$ cat config.mk
export PLATFORM = sky130hd
export DESIGN_NAME = mem_port_arbiter
export DESIGN_NICKNAME = d
export VERILOG_FILES = /design/src/rtl/mips_mem_pkg.sv /design/src/rtl/mem_port_arbiter.sv
export SDC_FILE = /design/constraint.sdc
export NUM_CORES = 1
export LEC_CHECK = 0
export BUFFER_PORTS_ARGS = -buffer_cell sky130_fd_sc_hd__buf_2
export CAP_MARGIN = 20
export CORE_UTILIZATION = 26
export CTS_BUF_LIST = sky130_fd_sc_hd__clkbuf_4
export CTS_CLUSTER_SIZE = 12
export DETAILED_ROUTE_END_ITERATION = 7
export SYNTH_ARGS = -nofsm -noshare
export SYNTH_HDL_FRONTEND = slang
export SYNTH_SLANG_ARGS = --single-unit
$ cat constraint.sdc
create_clock -name clk -period 2 [get_ports clk]
set_input_delay 0.3 -clock clk [delete_from_list [all_inputs] [get_ports clk]]
set_output_delay 0.3 -clock clk [all_outputs]
set_load 0.05 [all_outputs]
$ cat src/rtl/mips_mem_pkg.sv
// ---------------------------------------------------------------------------
// mips_mem_pkg
// Shared definitions for the unified-memory port arbiter of the 5-stage MIPS
// pipeline: default bus widths, the arbiter FSM state encoding, the
// requester identifiers, and the width of the data-burst counter.
// ---------------------------------------------------------------------------
package mips_mem_pkg;

   localparam int ADDR_W_DEF = 32;
   localparam int DATA_W_DEF = 32;

   // Wide enough for MAX_DATA_BURST values up to 15.
   localparam int BURST_W = 4;

   typedef enum logic [1:0] {
      IDLE  = 2'b00,
      DBUSY = 2'b01,
      IBUSY = 2'b10
   } arb_state_e;

   typedef logic req_id_t;

   localparam req_id_t REQ_IF = 1'b0;
   localparam req_id_t REQ_DM = 1'b1;

endpackage

$ cat src/rtl/mem_port_arbiter.sv
// ---------------------------------------------------------------------------
// mem_port_arbiter
// Shares one single-ported memory between instruction fetch (IF) and the
// data-memory stage (DM). One transaction is outstanding at a time; DM has
// priority, but after MAX_DATA_BURST consecutive DM grants made while a fetch
// is waiting, the fetch is served. A fetch cancelled by a taken branch still
// completes on the memory side, but its ack is swallowed.
//
// Ports
//   clk, rst_n              clock, asynchronous active-low reset
//   if_req/if_addr          fetch request and address (held until ack/cancel)
//   if_cancel               flush pulse, kills pending or in-flight fetch
//   if_rdata/if_ack         fetched word and one-cycle completion pulse
//   dm_req/dm_we/dm_be      load/store request, write enable, byte enables
//   dm_addr/dm_wdata        data address and store data
//   dm_rdata/dm_ack         load data and one-cycle completion pulse
//   mem_req..mem_wdata      registered memory request bus
//   mem_rdata/mem_ack       memory read data and completion pulse
//   stall_f, stall_m        stall requests towards the hazard unit
// ---------------------------------------------------------------------------
module mem_port_arbiter
   import mips_mem_pkg::*;
#(
   parameter int ADDR_W         = ADDR_W_DEF,
   parameter int DATA_W         = DATA_W_DEF,
   parameter int MAX_DATA_BURST = 4
) (
   input  logic                  clk,
   input  logic                  rst_n,
   input  logic                  if_req,
   input  logic [ADDR_W-1:0]     if_addr,
   input  logic                  if_cancel,
   output logic [DATA_W-1:0]     if_rdata,
   output logic                  if_ack,
   input  logic                  dm_req,
   input  logic                  dm_we,
   input  logic [DATA_W/8-1:0]   dm_be,
   input  logic [ADDR_W-1:0]     dm_addr,
   input  logic [DATA_W-1:0]     dm_wdata,
   output logic [DATA_W-1:0]     dm_rdata,
   output logic                  dm_ack,
   output logic                  mem_req,
   output logic                  mem_we,
   output logic [DATA_W/8-1:0]   mem_be,
   output logic [ADDR_W-1:0]     mem_addr,
   output logic [DATA_W-1:0]     mem_wdata,
   input  logic [DATA_W-1:0]     mem_rdata,
   input  logic                  mem_ack,
   output logic                  stall_f,
   output logic                  stall_m
);

   localparam int BE_W = DATA_W / 8;
   localparam logic [BURST_W-1:0] BURST_MAX = BURST_W'(MAX_DATA_BURST);

   arb_state_e           state_q, state_d;
   logic                 mem_req_q, mem_req_d;
   logic                 mem_we_q, mem_we_d;
   logic [BE_W-1:0]      mem_be_q, mem_be_d;
   logic [ADDR_W-1:0]    mem_addr_q, mem_addr_d;
   logic [DATA_W-1:0]    mem_wdata_q, mem_wdata_d;
   logic [BURST_W-1:0]   burst_q, burst_d;
   logic                 drop_q, drop_d;

   logic                 grant;
   req_id_t              grant_id;

   // Arbitration is only evaluated in IDLE. A DM grant with a fetch waiting
   // is only possible while burst_q < BURST_MAX, so the plain increment can
   // never pass the limit: saturation falls out of the grant condition.
   // The drop flag remembers a cancel seen before the memory answered; a
   // cancel in the ack cycle itself is handled directly on if_ack.
   always_comb begin
      state_d   = state_q;
      mem_req_d = mem_req_q;
      burst_d   = burst_q;
      drop_d    = drop_q;
      grant     = 1'b0;
      grant_id  = REQ_IF;

      case (state_q)
         IDLE: begin
            if (dm_req && (!if_req || (burst_q < BURST_MAX))) begin
               grant    = 1'b1;
               grant_id = REQ_DM;
               state_d  = DBUSY;
               burst_d  = if_req ? (burst_q + BURST_W'(1)) : '0;
            end else if (if_req && !if_cancel) begin
               grant    = 1'b1;
               grant_id = REQ_IF;
               state_d  = IBUSY;
               burst_d  = '0;
            end
         end

         DBUSY: begin
            if (mem_ack) begin
               state_d   = IDLE;
               mem_req_d = 1'b0;
            end
         end

         IBUSY: begin
            if (mem_ack) begin
               state_d   = IDLE;
               mem_req_d = 1'b0;
               drop_d    = 1'b0;
            end else if (if_cancel) begin
               drop_d = 1'b1;
            end
         end

         default: begin
            state_d   = IDLE;
            mem_req_d = 1'b0;
            drop_d    = 1'b0;
         end
      endcase

      if (grant) begin
         mem_req_d = 1'b1;
      end
   end

   // The request payload is captured only on a grant, so the memory bus
   // never depends combinationally on the requesters and stays frozen for
   // the whole transaction. Fetches are full-word reads.
   always_comb begin
      mem_we_d    = mem_we_q;
      mem_be_d    = mem_be_q;
      mem_addr_d  = mem_addr_q;
      mem_wdata_d = mem_wdata_q;

      if (grant) begin
         if (grant_id == REQ_DM) begin
            mem_we_d    = dm_we;
            mem_be_d    = dm_be;
            mem_addr_d  = dm_addr;
            mem_wdata_d = dm_wdata;
         end else begin
            mem_we_d    = 1'b0;
            mem_be_d    = '1;
            mem_addr_d  = if_addr;
            mem_wdata_d = '0;
         end
      end
   end

   // Asynchronous reset drops mem_req immediately, abandoning any
   // transaction in flight.
   always_ff @(posedge clk or negedge rst_n) begin
      if (!rst_n) begin
         state_q     <= IDLE;
         mem_req_q   <= 1'b0;
         mem_we_q    <= 1'b0;
         mem_be_q    <= '0;
         mem_addr_q  <= '0;
         mem_wdata_q <= '0;
         burst_q     <= '0;
         drop_q      <= 1'b0;
      end else begin
         state_q     <= state_d;
         mem_req_q   <= mem_req_d;
         mem_we_q    <= mem_we_d;
         mem_be_q    <= mem_be_d;
         mem_addr_q  <= mem_addr_d;
         mem_wdata_q <= mem_wdata_d;
         burst_q     <= burst_d;
         drop_q      <= drop_d;
      end
   end

   assign mem_req   = mem_req_q;
   assign mem_we    = mem_we_q;
   assign mem_be    = mem_be_q;
   assign mem_addr  = mem_addr_q;
   assign mem_wdata = mem_wdata_q;

   // Read data is passed straight through; it is only meaningful alongside
   // the corresponding ack.
   assign dm_rdata = mem_rdata;
   assign if_rdata = mem_rdata;

   assign dm_ack = (state_q == DBUSY) && mem_ack;
   assign if_ack = (state_q == IBUSY) && mem_ack && !drop_q && !if_cancel;

   assign stall_f = if_req && !if_ack && !if_cancel;
   assign stall_m = dm_req && !dm_ack;

endmodule

==> flow_summary.ini, run 1 <==
[detailed_routing]
vias = 3463
wl_per_cell_um = 15.1
drtIter0Drc = 106
wl_um = 11100
avgViaCountPerCell = 4.69
postRouteAntennaNets = 0
drc = 0
drt_pre_antenna_iters = 5

[grt]
grt_pass1_wl_um = 17300
grt_use_total = 0.136
use_met2 = 0.222
grt_most_used_layer = met2
first_global_vias = 3371
grt_use_met1 = 0.160
antenna_found_initial = 0
globalRouteMet3Util = 0.0495
grt.overflow.total = 0
grt_start_max_net_pins = 72

[pwr]
p_int_uw = 4000
sw_frac_of_total = 0.532
pwr-share-clk = 0.122
p_comb_frac = 0.574
p_total_uw = 8550
switching_power_uw = 4550
seq_power_share = 0.304
ir_worst_vdd_v = 0.000657
p_per_area_mw_per_mm2 = 1710
p_leak_uw = 0.00239

[setup_path]
startpoint = state_q[1]$_DFFE_PN0P_
path_cells = inv_1 -> ha_1 -> and2_4 -> nor2b_2 -> buf_6
cp.required_ns = 1.70
cp.depth = 5
cp_top_family = flip-flops
max_stage_delay_ns = 0.40
reg2reg_depth = 6
path_buf_inv = 2
r2r_start = state_q[1]$_DFFE_PN0P_
start_kind = flip-flop
cp.arrival_ns = 1.59
worst-path-max-fanout = 3
end_kind = output port
crit_end = stall_m
reg2reg_slack_ns = 0.23
worstSetupPathType = flip-flop to output port
r2r-end = mem_addr[24]$_DFFE_PN0P_
slowest_stage = dfrtp_1

[final_layout]
area_growth_pct = 19.1
antennaDiodeCount = 0
multi_input_area_sq_mm = 0.00161
drive_gt1_frac = 0.400
nets = 663
post-route-util = 0.315
seq_area_sq_mm = 0.00193
fillers = 1664

[die]
rows = 46
die_w_um = 129
start_util = 0.265
die_h_um = 129
core_sq_mm = 0.0158
ios = 277
die_area_sq_mm = 0.0166

[timing]
final_max_slew_viol_count = 0
rsz0062_at_grt = false
clock_skew_ns = 0.0211
max_freq_ghz = 0.528
setup_viol = 0
layout_setup_ws_ns = 0.105
max_slew.worst_pin.slew_ns = 0.544
final.setup.tns_ns = 0
report.final.hold_viol_count = 0
hold_ws_ns = 0.0615
period_share = 0.947
relSlewSlack = 0.637
min_period_ns = 1.89

[synth]
synthesis.area_sq_mm = 0.00419
yosys.area_share.simple = 0.165
postSynthCellCount = 417
synth-edff-count = 0
yosysMostFrequentCell = dfrtp_1
synth_nets = 560
yosys_warnings = 0
synthArstFlopShare = 1.00
seq_area_frac_synth = 0.460
synth_mux_area_frac = 0
synth_area_leaders = dfrtp_1 (46%), buf_4 (11%), a22o_1 (6.9%)
synth_area_leader_cell = dfrtp_1
yosysUniqueCellTypes = 27
ys.flop_type = dfrtp_1
synth_fa_ha_area_frac = 0.0120
avgSynthCellArea_sq_um = 10.0
synth-xor-area-share = 0.00209
synth_top_area_frac = 0.460
synth-seq-cells = 77
synth_compound_area_frac = 0.200
netlist_top_cells_count = dfrtp_1 (77), buf_4 (64), nand2_1 (38), a22o_1 (33)
synth_top_family_by_area = compound AO/OA/AOI/OAI gates

[clock_tree]
root_buffer = clkbuf_4
htree_levels = 3
cts.sinks = 77
insertion_delay_ns = 0.43
clockBufferDepth = 2
cts_buffers = 9
clk_pin_slew_worst_paths_ns = 0.14
cts_tree = done
postCtsSetupBuffers = 0

[placed_design]
place_congestion = 0.732
post-dp-hpwl_um = 7700
place.port_buffers = 180
pre_cts_slack_ns = 0.242

[min_path]
hp-class = input port to flip-flop

[run_status]
status = completed

[run]
maxCapViolations = 0
-- layer usage --
metal / part of all wire / vias to the layer above
li1: - / 1627
met1: 0.43 / 1630
met2: 0.46 / 186
met3: 0.090 / 20
met4: 0.022 / 0
met5: 0 / -
-- worst min path at each step --
stage,end,startpoint,slack (ns),cells past startpoint
finish,mem_be[0]$_DFFE_PN0P_,dm_be[0],0.06,2
global route,mem_be[0]$_DFFE_PN0P_,dm_be[0],0.03,2
CTS,mem_be[0]$_DFFE_PN0P_,dm_be[0],0.003,2
detailed placement,mem_addr[7]$_DFFE_PN0P_,rst_n,0.32,1
global placement,mem_addr[10]$_DFFE_PN0P_,rst_n,0.32,1
floorplan,burst_q[0]$_DFFE_PN0P_,rst_n,0.004,0
-- sequential cells by signal, indices dropped and copies added (netlist names) --
name / count
mem_be: 4
burst_q: 4
drop_q: 1
mem_req: 1
state_q: 2
mem_wdata: 32
mem_addr: 32
mem_we: 1
-- metrics by stage --
step                      area [sq um]  std cells
final                             4990        739
after global routing              4990        739
after CTS                         4970        739
after detailed placement          4810        724
after global placement            4810        724
after floorplan                   4190        417
-- placed cells by master (no fill, tap or decap), types with 3 or more instances in the layout --
cell	n
o22a_1	5
a22o_1	33
nor2_1	6
o21ai_1	10
and2_1	4
or2b_1	3
nand2b_1	32
dfrtp_1	77
buf_6	3
nand3b_1	32
inv_1	3
ha_1	4
clkbuf_4	9
buf_2	176
a21oi_1	5
nand2_1	37
o221ai_1	32
o21ai_0	25
buf_4	8
-- cells by family after synthesis --
group,count (synthesis)
xor+xnor,1
compound gates,113
simple gates,121
buf+inv,101
fa+ha+maj,4
flops,77
-- what timing repair did --
action	4_1_cts	5_1_grt
setup endpoints to repair	1	3
resized for setup	3	8
endpoints found under the hold margin	36	0
hold buffers	1	0
pin swaps	0	1
-- power groups by stage --
stage                     combinational [uW]  sequential (uW)  clock [uW]
after floorplan                         1860             4880           0
after CTS                               4960             2600        1110
after global placement                  4850             2630           0
final                                   4910             2600        1050
after detailed placement                4950             2630           0
after global routing                    5270             2700        1170
-- area by class of cell --
type,instances,area share
Clock buffer,9,0.0135
Clock inverter,5,0.0156
Inverter,3,0.00226
Multi-Input combinational cell,239,0.323
Sequential cell,77,0.386
Tap cell,216,0.0542
Timing Repair Buffer,190,0.205
Power figures use the tool's default switching activity.
==> run 2, diff against run 1 <==
--- a/config.mk
+++ b/config.mk
@@ -13,2 +13,3 @@
 export DETAILED_ROUTE_END_ITERATION = 7
+export MAX_ROUTING_LAYER = met4
 export SYNTH_ARGS = -nofsm -noshare
==> constraint.sdc (replaced) <==
create_clock -name clk -period 2 [get_ports clk]
set_input_delay 0 -clock clk [delete_from_list [all_inputs] [get_ports clk]]
set_output_delay 0 -clock clk [all_outputs]
set_load 0.05 [all_outputs]
==> flow_summary.ini, run 2 (synthesized netlist as in run 1, its figures left out) <==
[final_layout]
post-route-util = 0.378
fillers = 1554
nets = 767
final_area_sq_mm = 0.00598
drive_gt1_frac = 0.328
antennaDiodeCount = 0
layout_commonest_cell = buf_2
area_growth_pct = 42.9
layout_common_cells = buf_2 (179), dlygate4sd3_1 (105), dfrtp_1 (77)

[die]
ios = 277
die_h_um = 129
die_area_sq_mm = 0.0166
die_w_um = 129
rows = 46
start_util = 0.265
core_sq_mm = 0.0158

[clock_tree]
cts_buffers = 9
clockBufferDepth = 2
cts.sinks = 77
root_buffer = clkbuf_4
clk_pin_slew_worst_paths_ns = 0.14
htree_levels = 3
cts_tree = done
insertion_delay_ns = 0.44

[placed_design]
place_area_sq_mm = 0.00479
place_congestion = 0.759
place.port_buffers = 180
post-dp-hpwl_um = 7300

[pwr]
p_int_uw = 3940
p_comb_frac = 0.598
ir_worst_vdd_v = 0.000699
p_per_area_mw_per_mm2 = 1430
sw_frac_of_total = 0.541
switching_power_uw = 4640
p_leak_uw = 0.00281
seq_power_share = 0.304
pwr-share-clk = 0.098

[detailed_routing]
drc = 0
wl_per_cell_um = 14.7
drtIter0Drc = 148
vias = 3965
wl_um = 12400
drt_pre_antenna_iters = 5
postRouteAntennaNets = 0
avgViaCountPerCell = 4.69

[setup_path]
worst-path-max-fanout = 34
start_kind = flip-flop
cp.required_ns = 2.32
worstSetupPathType = flip-flop to flip-flop
slowest_stage = dfrtp_1
path_cells = or3b_1 -> a31o_4 -> buf_4 -> a22o_1
end_kind = flip-flop
r2r_start = burst_q[2]$_DFFE_PN0P_
r2r-end = mem_wdata[20]$_DFFE_PN0P_
cp.arrival_ns = 2.09
reg2reg_slack_ns = 0.22
max_stage_delay_ns = 0.45
reg2reg_depth = 4

[timing]
report.final.hold_viol_count = 0
rsz0062_at_grt = false
min_period_ns = 1.78
max_freq_ghz = 0.563
max_slew.worst_pin.slew_ns = 0.486
setup_viol = 0
clock_skew_ns = 0.0208
relSlewSlack = 0.676
period_share = 0.889
final.setup.tns_ns = 0
final_max_slew_viol_count = 0

[grt]
grt.overflow.total = 0
grt_start_max_net_pins = 78
antenna_found_initial = 0
grt_pass1_wl_um = 19000
grt_use_total = 0.152
first_global_vias = 3931

[min_path]
hold_start = mem_rdata[22]
hp-class = input port to output port
hold_path_depth = 0
hold_end = if_rdata[22]

[run]
maxCapViolations = 0

[run_status]
status = completed
## run 2: changes by cell type in the layout (fill, tap and decap cells not counted), moves of 2 or more
cell and change:
clkbuf_4 +2, dlygate4sd3_1 +104, bufinv_16 -2, buf_2 +3, buf_6 -3
## run 2: timing repair
action | CTS | global route
setup buffers | 0 | 0
hold endpoints to repair | 150 | 0
hold buffers | 105 | 0
gates resized for setup | 0 | 0
## run 2: power groups by stage
stage	logic, uW	clock network, uW	registers (uW)
after floorplan	1860	0	4880
after global placement	4870	0	2630
after detailed placement	4960	0	2630
after CTS	5140	897	2600
after global routing	5460	958	2700
final	5130	840	2610
## run 2: routing by layer
| layer | up-vias | GRT usage | share of wire |
|---|---|---|---|
| met2 | 222 | 0.256 | 0.48 |
| met3 | 30 | 0.0403 | 0.076 |
| met1 | 1880 | 0.164 | 0.41 |
| met5 | - | - | 0 |
| li1 | 1833 | - | - |
| met4 | 0 | 0.0810 | 0.026 |
## run 2: how the worst max path moves through the flow
stage,from,to,cells past startpoint
4_1_cts,burst_q[2]$_DFFE_PN0P_,mem_wdata[2]$_DFFE_PN0P_,4
2_1_floorplan,state_q[0]$_DFFE_PN0P_,if_ack,4
5_1_grt,state_q[1]$_DFFE_PN0P_,mem_addr[9]$_DFFE_PN0P_,6
3_3_place_gp,burst_q[2]$_DFFE_PN0P_,mem_wdata[26]$_DFFE_PN0P_,4
6_report,burst_q[2]$_DFFE_PN0P_,mem_wdata[20]$_DFFE_PN0P_,4
3_5_place_dp,state_q[0]$_DFFE_PN0P_,mem_addr[10]$_DFFE_PN0P_,6
## run 2: final cells by class
cell class                 count  area (sq um)  area share
timing repair buffer         294          2070       0.345
sequential                    77          1930       0.322
multi-input combinational    239          1600       0.267
tap                          216           270      0.0452
clock buffer                  11          82.6      0.0138
clock inverter                 5          27.5     0.00460
inverter                       3          11.3     0.00188
## run 2: through the flow
stage,setup WS (ns),cells,power (uW),hold WS (ns)
floorplan,0.287,417,6740,-0.296
finish,0.223,845,8580,0.0000282
global route,0.0712,845,9120,0.000117
CTS,0.249,844,8630,0.000526
global placement,0.325,723,7500,0.000526
detailed placement,0.284,723,7590,0.000526
## run 2: critical path: cells and delay by family, from the launching register on
kind | cells | cell delay [ns]
and+or+nand+nor | 1 | 0.41
buffers and inverters | 1 | 0.24
AOI/OAI and AO/OA | 2 | 0.54
DFF | 1 | 0.45
==> run 3, diff against run 2 <==
Settings changed: BUFFER_PORTS_ARGS -buffer_cell sky130_fd_sc_hd__buf_2 to not set, CORE_AREA set to 2 2 107 109, CORE_UTILIZATION 26 to not set, DIE_AREA set to 0 0 109 111, DONT_BUFFER_PORTS set to 1, REMOVE_ABC_BUFFERS set to 1.
==> flow_summary.ini, run 3 <==
[run_status]
status = aborted with a tool error
haltStage = clock tree synthesis (4_1_cts)
stop_error = [ERROR RSZ-0060] Max buffer count reached.

[synth]
synthArstFlopShare = 1.00
synth-edff-count = 0
avgSynthCellArea_sq_um = 10.0
synth-seq-cells = 77
synth_area_leader_cell = dfrtp_1
postSynthCellCount = 417
synth_area_leaders = dfrtp_1 (46%), buf_4 (11%), a22o_1 (6.9%)
synth_top_area_frac = 0.460
yosysUniqueCellTypes = 27
yosysMostFrequentCell = dfrtp_1
synthesis.area_sq_mm = 0.00419
ys.flop_type = dfrtp_1
yosys_warnings = 0
seq_area_frac_synth = 0.460
netlist_top_cells_count = dfrtp_1 (77), buf_4 (64), nand2_1 (38), a22o_1 (33)

[clock_tree]
clockBufferDepth = 2
cts_resized = 0
root_buffer = clkbuf_4
postCtsSetupBuffers = 0
cts_buffers = 9
cts.sinks = 77
htree_levels = 3
postCtsHoldBufs = 101

[placed_design]
pre_cts_slack_ns = 0.255
place.port_buffers = 0
post-dp-hpwl_um = 8370
place_congestion = 0.805

[die]
ios = 277
rows = 39
die_w_um = 109
die_h_um = 111
start_util = 0.378
## run 3: cell counts after synthesis
Identical to the previous run, type by type.
## run 3: cell families after synthesis
logic type | after synthesis | share of synthesized area
AO/OA/AOI/OAI | 113 | 0.200
flip-flops | 77 | 0.460
AND/OR/NAND/NOR | 121 | 0.165
adder cells (fa/ha/maj) | 4 | 0.0120
XOR/XNOR | 1 | 0.00209
buffers and inverters | 101 | 0.160
## run 3: through the flow
stage          area, sq um  hold slack [ns]  std cells  TNS, ns  utilization
3_5_place_dp          3820           -0.294        475        0        0.345
2_1_floorplan         3530           -0.296        319   -48.26            -
3_3_place_gp          3820           -0.293        475        0        0.345
==> run 4, diff against run 3 <==
Settings changed: CORE_AREA 2 2 107 109 to not set, CORE_UTILIZATION set to 32, CTS_BUF_LIST sky130_fd_sc_hd__clkbuf_4 to not set, CTS_CLUSTER_SIZE 12 to not set, DIE_AREA 0 0 109 111 to not set, MAX_ROUTING_LAYER met4 to not set, PLACE_DENSITY_LB_ADDON set to 0.15.
==> flow_summary.ini, run 4 (synthesized netlist as in run 1, its figures left out) <==
[setup_path]
path_cells = inv_1 -> ha_1 -> inv_1 -> a31o_4 -> buf_4 -> a22o_1
end_kind = flip-flop
worst-path-max-fanout = 26
worstSetupPathType = flip-flop to flip-flop
reg2reg_slack_ns = 0.20
cp_top_family = compound AO/OA/AOI/OAI gates
slowest_stage = dfrtp_1
cpMostUsedCell = inv_1
cp.arrival_ns = 2.02
path_buf_inv = 3
cp.required_ns = 2.22
start_kind = flip-flop
max_stage_delay_ns = 0.39

[detailed_routing]
drt_pre_antenna_iters = 4
drc = 0
postRouteAntennaNets = 0
wl_per_cell_um = 22.8
drtIter0Drc = 189
avgViaCountPerCell = 5.38
vias = 3202
wl_um = 13500

[pwr]
seq_power_share = 0.581
p_comb_frac = 0.226
p_leak_uw = 0.00205
ir_worst_vdd_v = 0.000834
sw_frac_of_total = 0.528
pwr-share-clk = 0.193
p_int_uw = 4090
p_per_area_mw_per_mm2 = 1750
switching_power_uw = 4580

[grt]
grt_start_max_net_pins = 78
antenna_found_initial = 1
first_global_vias = 3197
grt_use_total = 0.197
grt_pass1_wl_um = 19200
grt.overflow.total = 0

[final_layout]
layout_common_cells = dfrtp_1 (77), dlygate4sd3_1 (73), nand2_1 (38)
nets = 561
layout_commonest_cell = dfrtp_1
area_growth_pct = 18.4
antennaDiodeCount = 0
finalNonFillerCells = 595
drive_gt1_frac = 0.0780

[clock_tree]
root_buffer = clkbuf_16
postCtsSetupBuffers = 0
htree_levels = 3
cts_tree = done
cts.sinks = 77
clockBufferDepth = 2
cts_buffers = 9
insertion_delay_ns = 0.33
clk_pin_slew_worst_paths_ns = 0.06

[die]
start_util = 0.331
core_sq_mm = 0.0127
ios = 277
rows = 41
die_area_sq_mm = 0.0135
die_w_um = 116
die_h_um = 116

[timing]
min_period_ns = 1.80
rsz0062_at_grt = false
max_freq_ghz = 0.555
max_slew.worst_pin.slew_ns = 0.535
relSlewSlack = 0.643
hold_ws_ns = 0.000397
setup_viol = 0
final.setup.tns_ns = 0
period_share = 0.900
clock_skew_ns = 0.00376
report.final.hold_viol_count = 0
final_max_slew_viol_count = 0

[min_path]
hp-class = input port to output port

[placed_design]
place_congestion = 0.712
place.port_buffers = 0
dp_cells = 503
post-dp-hpwl_um = 8750

[run]
maxCapViolations = 0

[run_status]
status = completed
-- run 4: path summary, 6_finish.rpt --
kind | startpoint | depth (start not counted) | to
min in group asynchronous | rst_n | 2 | mem_addr[1]$_DFFE_PN0P_
hold / removal | mem_rdata[12] | 0 | dm_rdata[12]
setup / recovery | state_q[0]$_DFFE_PN0P_ | 6 | mem_wdata[1]$_DFFE_PN0P_
max in group asynchronous | rst_n | 2 | burst_q[1]$_DFFE_PN0P_
hold reg to reg | burst_q[0]$_DFFE_PN0P_ | 1 | burst_q[0]$_DFFE_PN0P_
setup reg to reg | state_q[0]$_DFFE_PN0P_ | 6 | mem_wdata[1]$_DFFE_PN0P_
-- run 4: power by group through the flow --
| stage | sequential [uW] | combinational, uW | clock, uW |
|---|---|---|---|
| final | 5030 | 1960 | 1670 |
| after CTS | 5040 | 1990 | 1740 |
| after floorplan | 4880 | 1310 | 0 |
| after global routing | 5130 | 2230 | 1820 |
| after detailed placement | 5050 | 1790 | 0 |
| after global placement | 5070 | 1720 | 0 |
-- run 4: through the flow --
stage               total power [uW]  setup WS (ns)  area, sq um   util
floorplan                       6190         -0.756         3530      -
global placement                6790          0.239         3850  0.304
detailed placement              6850          0.194         3850  0.304
CTS                             8770          0.190         4960  0.391
global route                    9170         0.0738         4960  0.391
finish                          8660          0.200         4960  0.391
-- run 4: area by class of cell --
cell class	count	area, sq um
repair buffers	88	901
clock inverters	7	80.1
well taps	172	215
flip-flops and latches	77	1930
inverters	3	11.3
fillers	1220	7710
multi-input cells	239	1600
clock buffers	9	225
-- run 4: layer usage --
layer / wire [um] / track usage / part of all wire / vias up
met1: 5830 / 0.248 / 0.43 / 1517
met2: 5290 / 0.254 / 0.39 / 242
met5: 110 / 0.100 / 0.0081 / -
met4: 160 / 0.0650 / 0.012 / 4
li1: - / - / - / 1420
met3: 2150 / 0.135 / 0.16 / 19
-- run 4: repair_timing --
action	CTS	global route
resized for setup	0	0
hold buffers	76	0
endpoints found under the setup margin	0	0
endpoints found under the hold margin	153	0
